`config.mk`:
```
export PLATFORM = sky130hd
export DESIGN_NAME = ps2_host_tx_flat
export DESIGN_NICKNAME = d
export VERILOG_FILES = /design/src/rtl/ps2_host_tx_if.sv /design/src/rtl/ps2_host_tx.sv /design/src/flat_wrapper.sv
export SDC_FILE = /design/constraint.sdc
export NUM_CORES = 1
export LEC_CHECK = 0
export BUFFER_PORTS_ARGS = -buffer_cell sky130_fd_sc_hd__buf_2
export CAP_MARGIN = 40
export CORE_UTILIZATION = 60
export CTS_CLUSTER_DIAMETER = 80
export DETAILED_ROUTE_END_ITERATION = 6
export GPL_TIMING_DRIVEN = 0
export PLACE_DENSITY = 0.79
export SLEW_MARGIN = 40
export SYNTH_ARGS = -nofsm -noshare
export SYNTH_HDL_FRONTEND = slang
export SYNTH_SLANG_ARGS = --single-unit
```
`constraint.sdc`:
```
create_clock -name clk28 -period 5.7 [get_ports clk28]
set_input_delay 0.855 -clock clk28 [delete_from_list [all_inputs] [get_ports clk28]]
set_output_delay 0.855 -clock clk28 [all_outputs]
set_load 0.01 [all_outputs]
```
`src/rtl/ps2_host_tx_if.sv`:
```
// ps2_host_tx_if: command handshake between a requester and the PS/2 host transmitter.
interface ps2_host_tx_if;
    logic [7:0] tx_data;
    logic       tx_req;
    logic       tx_busy;
    logic       tx_done;
    logic       tx_error;
    logic       rx_hold;
    modport master (output tx_data, tx_req, input tx_busy, tx_done, tx_error, rx_hold);
    modport slave  (input tx_data, tx_req, output tx_busy, tx_done, tx_error, rx_hold);
endinterface

```
`src/rtl/ps2_host_tx.sv`:
```
// ps2_host_tx: host-to-device PS/2 byte transmitter driving open-collector pads via output enables.
// Define PS2_TX_RETRY_EN to retry a failed frame up to twice before reporting tx_error.
module ps2_host_tx #(
    parameter int CLK_FREQ         = 28_000_000,
    parameter int INHIBIT_US       = 120,
    parameter int FIRST_TIMEOUT_US = 15000,
    parameter int BIT_TIMEOUT_US   = 2000,
    parameter int FILTER_LEN       = 8
) (
    input  logic         clk28,
    input  logic         usrrst_n,
    ps2_host_tx_if.slave tx,
    input  logic         ps2_clk_in,
    input  logic         ps2_dat_in,
    output logic         ps2_clk_oe,
    output logic         ps2_dat_oe
);
    localparam int CPU   = CLK_FREQ / 1_000_000;
    localparam int INH_N = CPU * INHIBIT_US;
    localparam int RTS_N = CPU * 2;
    localparam int T1_N  = CPU * FIRST_TIMEOUT_US;
    localparam int TB_N  = CPU * BIT_TIMEOUT_US;
    localparam int CMAX  = (T1_N > INH_N) ? ((T1_N > TB_N) ? T1_N : TB_N) : ((INH_N > TB_N) ? INH_N : TB_N);
    localparam int CW    = $clog2(CMAX + 1);
    localparam int FW    = (FILTER_LEN > 1) ? $clog2(FILTER_LEN) : 1;
    localparam logic [FW-1:0] FLT_MAX = FW'(FILTER_LEN - 1);

    typedef enum logic [2:0] {IDLE, INHIBIT, RTS, SEND, ACK, WAIT_IDLE, ERR} state_t;

    function automatic logic [9:0] frame_of(input logic [7:0] d);
        return {1'b1, ~^d, d};
    endfunction

    logic [1:0]    clk_sync_q, dat_sync_q;
    logic          clk_s, dat_s;
    logic          clk_f_q, clk_f_d, flt_hit, fall;
    logic [FW-1:0] flt_q, flt_d;
    state_t        state_q, state_d;
    logic [CW-1:0] cnt_q, cnt_d;
    logic [9:0]    shift_q, shift_d;
    logic [3:0]    bit_q, bit_d;
    logic          clk_oe_q, clk_oe_d, dat_oe_q, dat_oe_d;
    logic          busy_q, busy_d, done_q, done_d, err_q, err_d;
    logic          accept, fail;
`ifdef PS2_TX_RETRY_EN
    logic [7:0]    data_q, data_d;
    logic [1:0]    retry_q, retry_d;
`endif

    assign clk_s = clk_sync_q[1];
    assign dat_s = dat_sync_q[1];

    // The clock level only flips after FILTER_LEN consecutive disagreeing samples.
    always_comb begin
        flt_hit = (clk_s != clk_f_q) && (flt_q == FLT_MAX);
        clk_f_d = flt_hit ? clk_s : clk_f_q;
        flt_d   = (clk_s == clk_f_q || flt_hit) ? '0 : flt_q + 1'b1;
        fall    = clk_f_q & ~clk_f_d;
    end

    always_comb begin
        state_d  = state_q;
        cnt_d    = cnt_q;
        shift_d  = shift_q;
        bit_d    = bit_q;
        dat_oe_d = dat_oe_q;
        fail     = 1'b0;
`ifdef PS2_TX_RETRY_EN
        data_d   = data_q;
        retry_d  = retry_q;
`endif
        accept   = (state_q == IDLE) && tx.tx_req && !done_q && !err_q;
        case (state_q)
            IDLE: if (accept) begin
                state_d = INHIBIT;
                cnt_d   = CW'(INH_N);
                shift_d = frame_of(tx.tx_data);
`ifdef PS2_TX_RETRY_EN
                data_d  = tx.tx_data;
                retry_d = 2'd0;
`endif
            end
            INHIBIT: if (cnt_q == CW'(1)) begin
                state_d  = RTS;
                cnt_d    = CW'(RTS_N);
                dat_oe_d = 1'b1;
            end else cnt_d = cnt_q - 1'b1;
            RTS: if (cnt_q == CW'(1)) begin
                state_d = SEND;
                cnt_d   = CW'(T1_N);
                bit_d   = 4'd0;
            end else cnt_d = cnt_q - 1'b1;
            SEND: if (fall) begin
                dat_oe_d = ~shift_q[0];
                shift_d  = {1'b0, shift_q[9:1]};
                bit_d    = bit_q + 1'b1;
                cnt_d    = CW'(TB_N);
                state_d  = (bit_q == 4'd9) ? ACK : SEND;
            end else if (cnt_q == CW'(1)) fail = 1'b1;
            else cnt_d = cnt_q - 1'b1;
            ACK: if (fall) begin
                fail    = dat_s;
                state_d = WAIT_IDLE;
                cnt_d   = CW'(TB_N);
            end else if (cnt_q == CW'(1)) fail = 1'b1;
            else cnt_d = cnt_q - 1'b1;
            WAIT_IDLE: if (clk_f_q && dat_s) state_d = IDLE;
            else if (cnt_q == CW'(1)) fail = 1'b1;
            else cnt_d = cnt_q - 1'b1;
            default: state_d = IDLE;
        endcase
        if (fail) begin
`ifdef PS2_TX_RETRY_EN
            if (retry_q != 2'd2) begin
                state_d = INHIBIT;
                cnt_d   = CW'(INH_N);
                shift_d = frame_of(data_q);
                retry_d = retry_q + 1'b1;
            end else state_d = ERR;
`else
            state_d = ERR;
`endif
        end
        if (state_d != RTS && state_d != SEND) dat_oe_d = 1'b0;
        clk_oe_d = (state_d == INHIBIT) || (state_d == RTS);
        busy_d   = (state_d != IDLE) && (state_d != ERR);
        done_d   = (state_q == WAIT_IDLE) && (state_d == IDLE);
        err_d    = (state_d == ERR);
    end

    always_ff @(posedge clk28 or negedge usrrst_n) begin
        if (!usrrst_n) begin
            clk_sync_q <= 2'b11;
            dat_sync_q <= 2'b11;
            clk_f_q    <= 1'b1;
            flt_q      <= '0;
            state_q    <= IDLE;
            cnt_q      <= '0;
            shift_q    <= '0;
            bit_q      <= '0;
            clk_oe_q   <= 1'b0;
            dat_oe_q   <= 1'b0;
            busy_q     <= 1'b0;
            done_q     <= 1'b0;
            err_q      <= 1'b0;
`ifdef PS2_TX_RETRY_EN
            data_q     <= '0;
            retry_q    <= '0;
`endif
        end else begin
            clk_sync_q <= {clk_sync_q[0], ps2_clk_in};
            dat_sync_q <= {dat_sync_q[0], ps2_dat_in};
            clk_f_q    <= clk_f_d;
            flt_q      <= flt_d;
            state_q    <= state_d;
            cnt_q      <= cnt_d;
            shift_q    <= shift_d;
            bit_q      <= bit_d;
            clk_oe_q   <= clk_oe_d;
            dat_oe_q   <= dat_oe_d;
            busy_q     <= busy_d;
            done_q     <= done_d;
            err_q      <= err_d;
`ifdef PS2_TX_RETRY_EN
            data_q     <= data_d;
            retry_q    <= retry_d;
`endif
        end
    end

    assign ps2_clk_oe  = clk_oe_q;
    assign ps2_dat_oe  = dat_oe_q;
    assign tx.tx_busy  = busy_q;
    assign tx.rx_hold  = busy_q;
    assign tx.tx_done  = done_q;
    assign tx.tx_error = err_q;
endmodule
```
`src/flat_wrapper.sv`:
```
// flat-port wrapper written by rule: the top's interface ports become plain ports
module ps2_host_tx_flat 
#(
    parameter int CLK_FREQ         = 28_000_000,
    parameter int INHIBIT_US       = 120,
    parameter int FIRST_TIMEOUT_US = 15000,
    parameter int BIT_TIMEOUT_US   = 2000,
    parameter int FILTER_LEN       = 8
)
  (clk28, usrrst_n, ps2_clk_in, ps2_dat_in, ps2_clk_oe, ps2_dat_oe, tx_tx_data, tx_tx_req, tx_tx_busy, tx_tx_done, tx_tx_error, tx_rx_hold);
  ps2_host_tx_if tx_i ();
  input  logic clk28;
  input  logic usrrst_n;
  input  logic ps2_clk_in;
  input  logic ps2_dat_in;
  output logic ps2_clk_oe;
  output logic ps2_dat_oe;
  input wire logic [$bits(tx_i.tx_data)-1:0] tx_tx_data;
  input wire logic [$bits(tx_i.tx_req)-1:0] tx_tx_req;
  output wire logic [$bits(tx_i.tx_busy)-1:0] tx_tx_busy;
  output wire logic [$bits(tx_i.tx_done)-1:0] tx_tx_done;
  output wire logic [$bits(tx_i.tx_error)-1:0] tx_tx_error;
  output wire logic [$bits(tx_i.rx_hold)-1:0] tx_rx_hold;
  assign tx_i.tx_data = tx_tx_data;
  assign tx_i.tx_req = tx_tx_req;
  assign tx_tx_busy = tx_i.tx_busy;
  assign tx_tx_done = tx_i.tx_done;
  assign tx_tx_error = tx_i.tx_error;
  assign tx_rx_hold = tx_i.rx_hold;
  ps2_host_tx #(.CLK_FREQ(CLK_FREQ), .INHIBIT_US(INHIBIT_US), .FIRST_TIMEOUT_US(FIRST_TIMEOUT_US), .BIT_TIMEOUT_US(BIT_TIMEOUT_US), .FILTER_LEN(FILTER_LEN)) u_core (.clk28(clk28), .usrrst_n(usrrst_n), .tx(tx_i), .ps2_clk_in(ps2_clk_in), .ps2_dat_in(ps2_dat_in), .ps2_clk_oe(ps2_clk_oe), .ps2_dat_oe(ps2_dat_oe));
endmodule
```
==> results by stage <==
Outcome:
- The flow ran to the end, and the final reports show no timing, DRC or antenna violations.

Finish:
- The number of antenna diodes in the final layout is 0.
- In the final layout, flip-flops and latches occupy 1230 sq um.
- The layout overhead on the synthesized area is 9.20%.
- Counting the fill cells in the layout gives 400.
- The finished cells cover 3210 sq um.
- The final layout contains 374 nets.
- The area occupied by multi-input gates is 1600 sq um.
- The fraction of final layout cells with drive strength greater than 1 is approximately 14%.

Hold path:
- The path with the worst hold slack has its endpoint at u_core.clk_sync_q[1].
- The worst hold path passes through 0 cells.
- The worst hold path begins at u_core.clk_sync_q[0].
- The path class of the lowest-slack min-delay path is reg -> reg.

Timing:
- For the pin with the worst max-slew slack, the measured transition is ~0.76 ns.
- The setup total negative slack is 0 ns.
- For the final database, setup skew stands at 0.0141 ns.
- The number of max-slew violations in the final report is 0.
- The final critical delay including setup and external delays is 2.84 ns.
- The fraction of the cycle the final worst path needs is 49.9%.
- Setup repair after global routing left no endpoint under its margin.
- Setup violations remaining at the end of the flow were counted as 0.
- The worst pin sits at a relative slew slack of roughly half.
- Based on the critical path, the design can be clocked at up to 352 MHz.
- The count of final hold-check violations is 0.

Worst setup path:
- Along the worst path, the maximum fanout reaches 10.
- The worst setup path is captured at a flip-flop.
- The slack of the worst reg-to-reg path is around 2.9 ns.
- At the worst endpoint, the required time is about 5.9 ns.
- For this design, the slowest cell found on the critical path is dfrtp_1.
- The number of cells on the worst reg-to-reg path is 12.
- Walking the worst path, the cells encountered are inv_1 > ha_1 > nor3b_1 > nand4b_4 > nor2_8 > inv_4 > buf_6 > ha_1 > o31ai_1 > a22oi_1 > o32a_1 > o21ai_0.
- The worst setup path is of the reg -> reg kind.
- The family with the most delay on the worst path is simple AND/OR/NAND/NOR gates.
- In this run the critical register-to-register path is captured at u_core.cnt_q[0].
- The largest single stage delay on the critical path is 0.44 ns.
- The arrival time at the worst endpoint is 3.07 ns.
- The critical path contains buffers and inverters numbering 3 combined.
- The worst setup path is launched from a flip-flop.
- The cell seen most often among critical-path stages is ha_1.
- The worst register-to-register path begins at u_core.cnt_q[1].

Clocking:
- After clock tree synthesis, the clock-pin slew on the worst setup and hold paths is 0.10 ns.
- For this design, the CTS-stage hold fixing added 0 buffers.
- For this design, the sink count on the clock tree is 49.
- TritonCTS built the clock tree.
- The count of instances resized after the clock tree is built is 0.
- Once the clock tree was built, the setup fixing pass inserted 0 buffers.
- The tree is rooted in a clkbuf_8.
- The number of buffers created by CTS is 5.
- The H-tree level count is 2.
- The buffer depth of the longest clock path is 2.
- The clock insertion delay at the later pin of the skew report is 0.31 ns.

Die:
- The core region is 4720 sq um.
- Pin placement for this block handled 19 I/O pins.
- The area enclosed by the die boundary is around 5200 sq um.
- Once the floorplan was initialized, standard cells occupied 62.2% of the core.
- The cell row count is 25.
- The overall die width is 72.0 um.
- The chip height is 72.0 um.

Yosys:
- The part of the Yosys area used for sequential elements is roughly two fifths.
- In the synthesized netlist the async set-or-reset flop fraction comes to between 90% and 100%.
- The number of different library cells used by synthesis comes to 60.
- The cell area after synthesis is 2940 sq um.
- The number of nets handed over by synthesis was ~350.
- The most common flop cell mapped by yosys is dfrtp_1.
- The synthesized design contains 49 register bits.
- The mean instance size in the synthesized netlist is just under 9 sq um.
- The number of synthesized flops with an enable pin is 0.
- Synthesis handed over a netlist of 329 instances.
- The yosys synthesis warning count is 0.
- The fraction of post-synthesis cell area in the top cell type by area is 37.5%.
- By area the synthesized netlist is led by dfrtp_1 37%, o21ai_0 5.6%, a21oi_1 4.8%.
- Summed over all instances, the cell type with the most area after synthesis is dfrtp_1.

Drt:
- The count of vias placed by the detailed router is 2643.
- The detail route stage leaves a number of antenna-violating nets equal to 0.
- After detailed routing, the number of remaining DRC violations is 0.
- After detailed routing, the average wire length per cell comes to 16.2 um.
- For this run, the detailed router's first-pass iteration total came to 5.
- The total length of routed wires is 6.85 mm.
- The via count normalized by instance count is 6.26.
- For this block, the initial DRC count from the detailed router was 258.

GRT:
- The first global-routing pass estimated ~11 mm of wire.
- The number of antenna violations at the first check in global routing is 0.
- The number of global-route vias before repair is between 2000 and 2500.
- The total congestion overflow after global routing is 0.
- Global routing used 27.8% of the available tracks.
- Entering global routing, the biggest net connects 50 pins.

Pwr:
- In this run the power density over the cells is 353 nW/um^2.
- The peak ir drop on the vdd network is 0.248 mV.
- The leakage power total is about 1.4 nW.

Place:
- The congestion estimate from routability-driven global placement came to 0.955.
- The count of input and output buffers is 18.
- Once placement finished, the instance area stood at 3120 sq um.
- The HPWL after detailed placement is 4.83 mm.

Job:
- Across the run, the number of max-cap violations was 0.
-- where the power goes --
part | internal, mW | switching [mW]
combinational | 0.165 | 0.254
clock | 0.0895 | 0.123
sequential | 0.433 | 0.0671
total | 0.687 | 0.445
-- layout make-up --
class / count / share of cell area, %
Timing Repair Buffer: 18 / 2.88
Multi-Input combinational cell: 257 / 49.7
Clock buffer: 5 / 2.14
Sequential cell: 49 / 38.4
Tap cell: 67 / 2.61
Clock inverter: 3 / 0.780
Inverter: 8 / 1.01
Buffer: 15 / 2.42
-- through the flow --
step	power (mW)	instances	worst slack [ns]	util [%]	hold WS, ns
final	1.13	422	2.86	67.9	0.361
after global routing	1.20	422	2.70	67.9	0.365
after CTS	1.13	422	2.91	67.9	0.363
after detailed placement	0.918	414	2.95	66.0	0.349
after global placement	0.907	414	2.98	65.9	0.346
after floorplan	0.801	329	3.25	-	0.345
-- per-layer routing --
layer | wire, um | vias to the layer above | GRT usage [%]
li1 | - | 1249 | -
met1 | 3170 | 1271 | 40.5
met2 | 3100 | 110 | 42.0
met3 | 481 | 13 | 5.28
met4 | 107 | 0 | 8.93
met5 | 0 | - | 0
-- sequential cells by signal (all words and copies together) (netlist names), 2 cells and up --
name	cells
u_core.clk_sync_q	2
u_core.bit_q	4
u_core.shift_q	10
u_core.flt_q	3
u_core.state_q	3
u_core.cnt_q	19
u_core.dat_sync_q	2
-- Yosys cell counts (2+ instances only) --
master / n
mux2i_1: 11
a31oi_1: 5
nand2_1: 31
nand3b_1: 4
o21ai_0: 33
clkbuf_1: 6
o22ai_1: 4
a22oi_1: 3
xnor2_1: 9
nand2b_1: 5
inv_1: 7
a21boi_0: 2
and2_1: 2
dfstp_2: 5
o21ai_1: 3
or3_1: 3
ha_1: 7
nand4_1: 5
nor3_1: 13
a22o_1: 3
a21o_1: 4
nor2_1: 34
dfrtp_1: 44
nand3_1: 7
o211ai_1: 4
o41ai_1: 2
a21oi_1: 28
nor2b_1: 6
buf_2: 5
nor3b_1: 3
buf_4: 2
-- logic make-up after synthesis --
| kind of cell | count (synthesis) | synth area share (%) |
|---|---|---|
| and+or+nand+nor | 124 | 22.2 |
| AOI/OAI and AO/OA | 104 | 22.0 |
| DFF | 49 | 41.9 |
| buffers and inverters | 23 | 3.75 |
| muxes | 12 | 4.13 |
| xor gates and xnor gates | 10 | 2.98 |
| adders and majority gates | 7 | 2.98 |
-- cells in the final DEF (no fill, tap or decap), types with 6 or more instances in the layout --
cell type,instances
dfrtp_1,44
nor2_1,34
o21ai_0,33
nand2_1,31
a21oi_1,28
buf_2,22
nor3_1,13
mux2i_1,11
xnor2_1,9
inv_1,7
nand3_1,7
ha_1,7
nor2b_1,6
clkbuf_1,6
-- worst max-delay path by stage --
stage	start	to	slack (ns)	cells past startpoint
2_1_floorplan	u_core.cnt_q[1]	u_core.cnt_q[0]	3.25	12
3_3_place_gp	u_core.cnt_q[1]	u_core.cnt_q[0]	2.98	12
3_5_place_dp	u_core.cnt_q[1]	u_core.cnt_q[0]	2.95	12
4_1_cts	u_core.cnt_q[1]	u_core.cnt_q[0]	2.91	12
5_1_grt	u_core.cnt_q[1]	u_core.cnt_q[0]	2.70	12
6_report	u_core.cnt_q[1]	u_core.cnt_q[0]	2.86	12
-- worst register-to-register path, cell delays in order, from the launching register on --
cell      delay, ns
dfrtp_1        0.44
inv_1          0.11
ha_1           0.15
nor3b_1        0.41
nand4b_4       0.28
nor2_8         0.22
inv_4          0.06
buf_6          0.14
ha_1           0.30
o31ai_1        0.24
a22oi_1        0.10
o32a_1         0.19
o21ai_0        0.14
No activity file was read; power rests on OpenSTA's default activity.
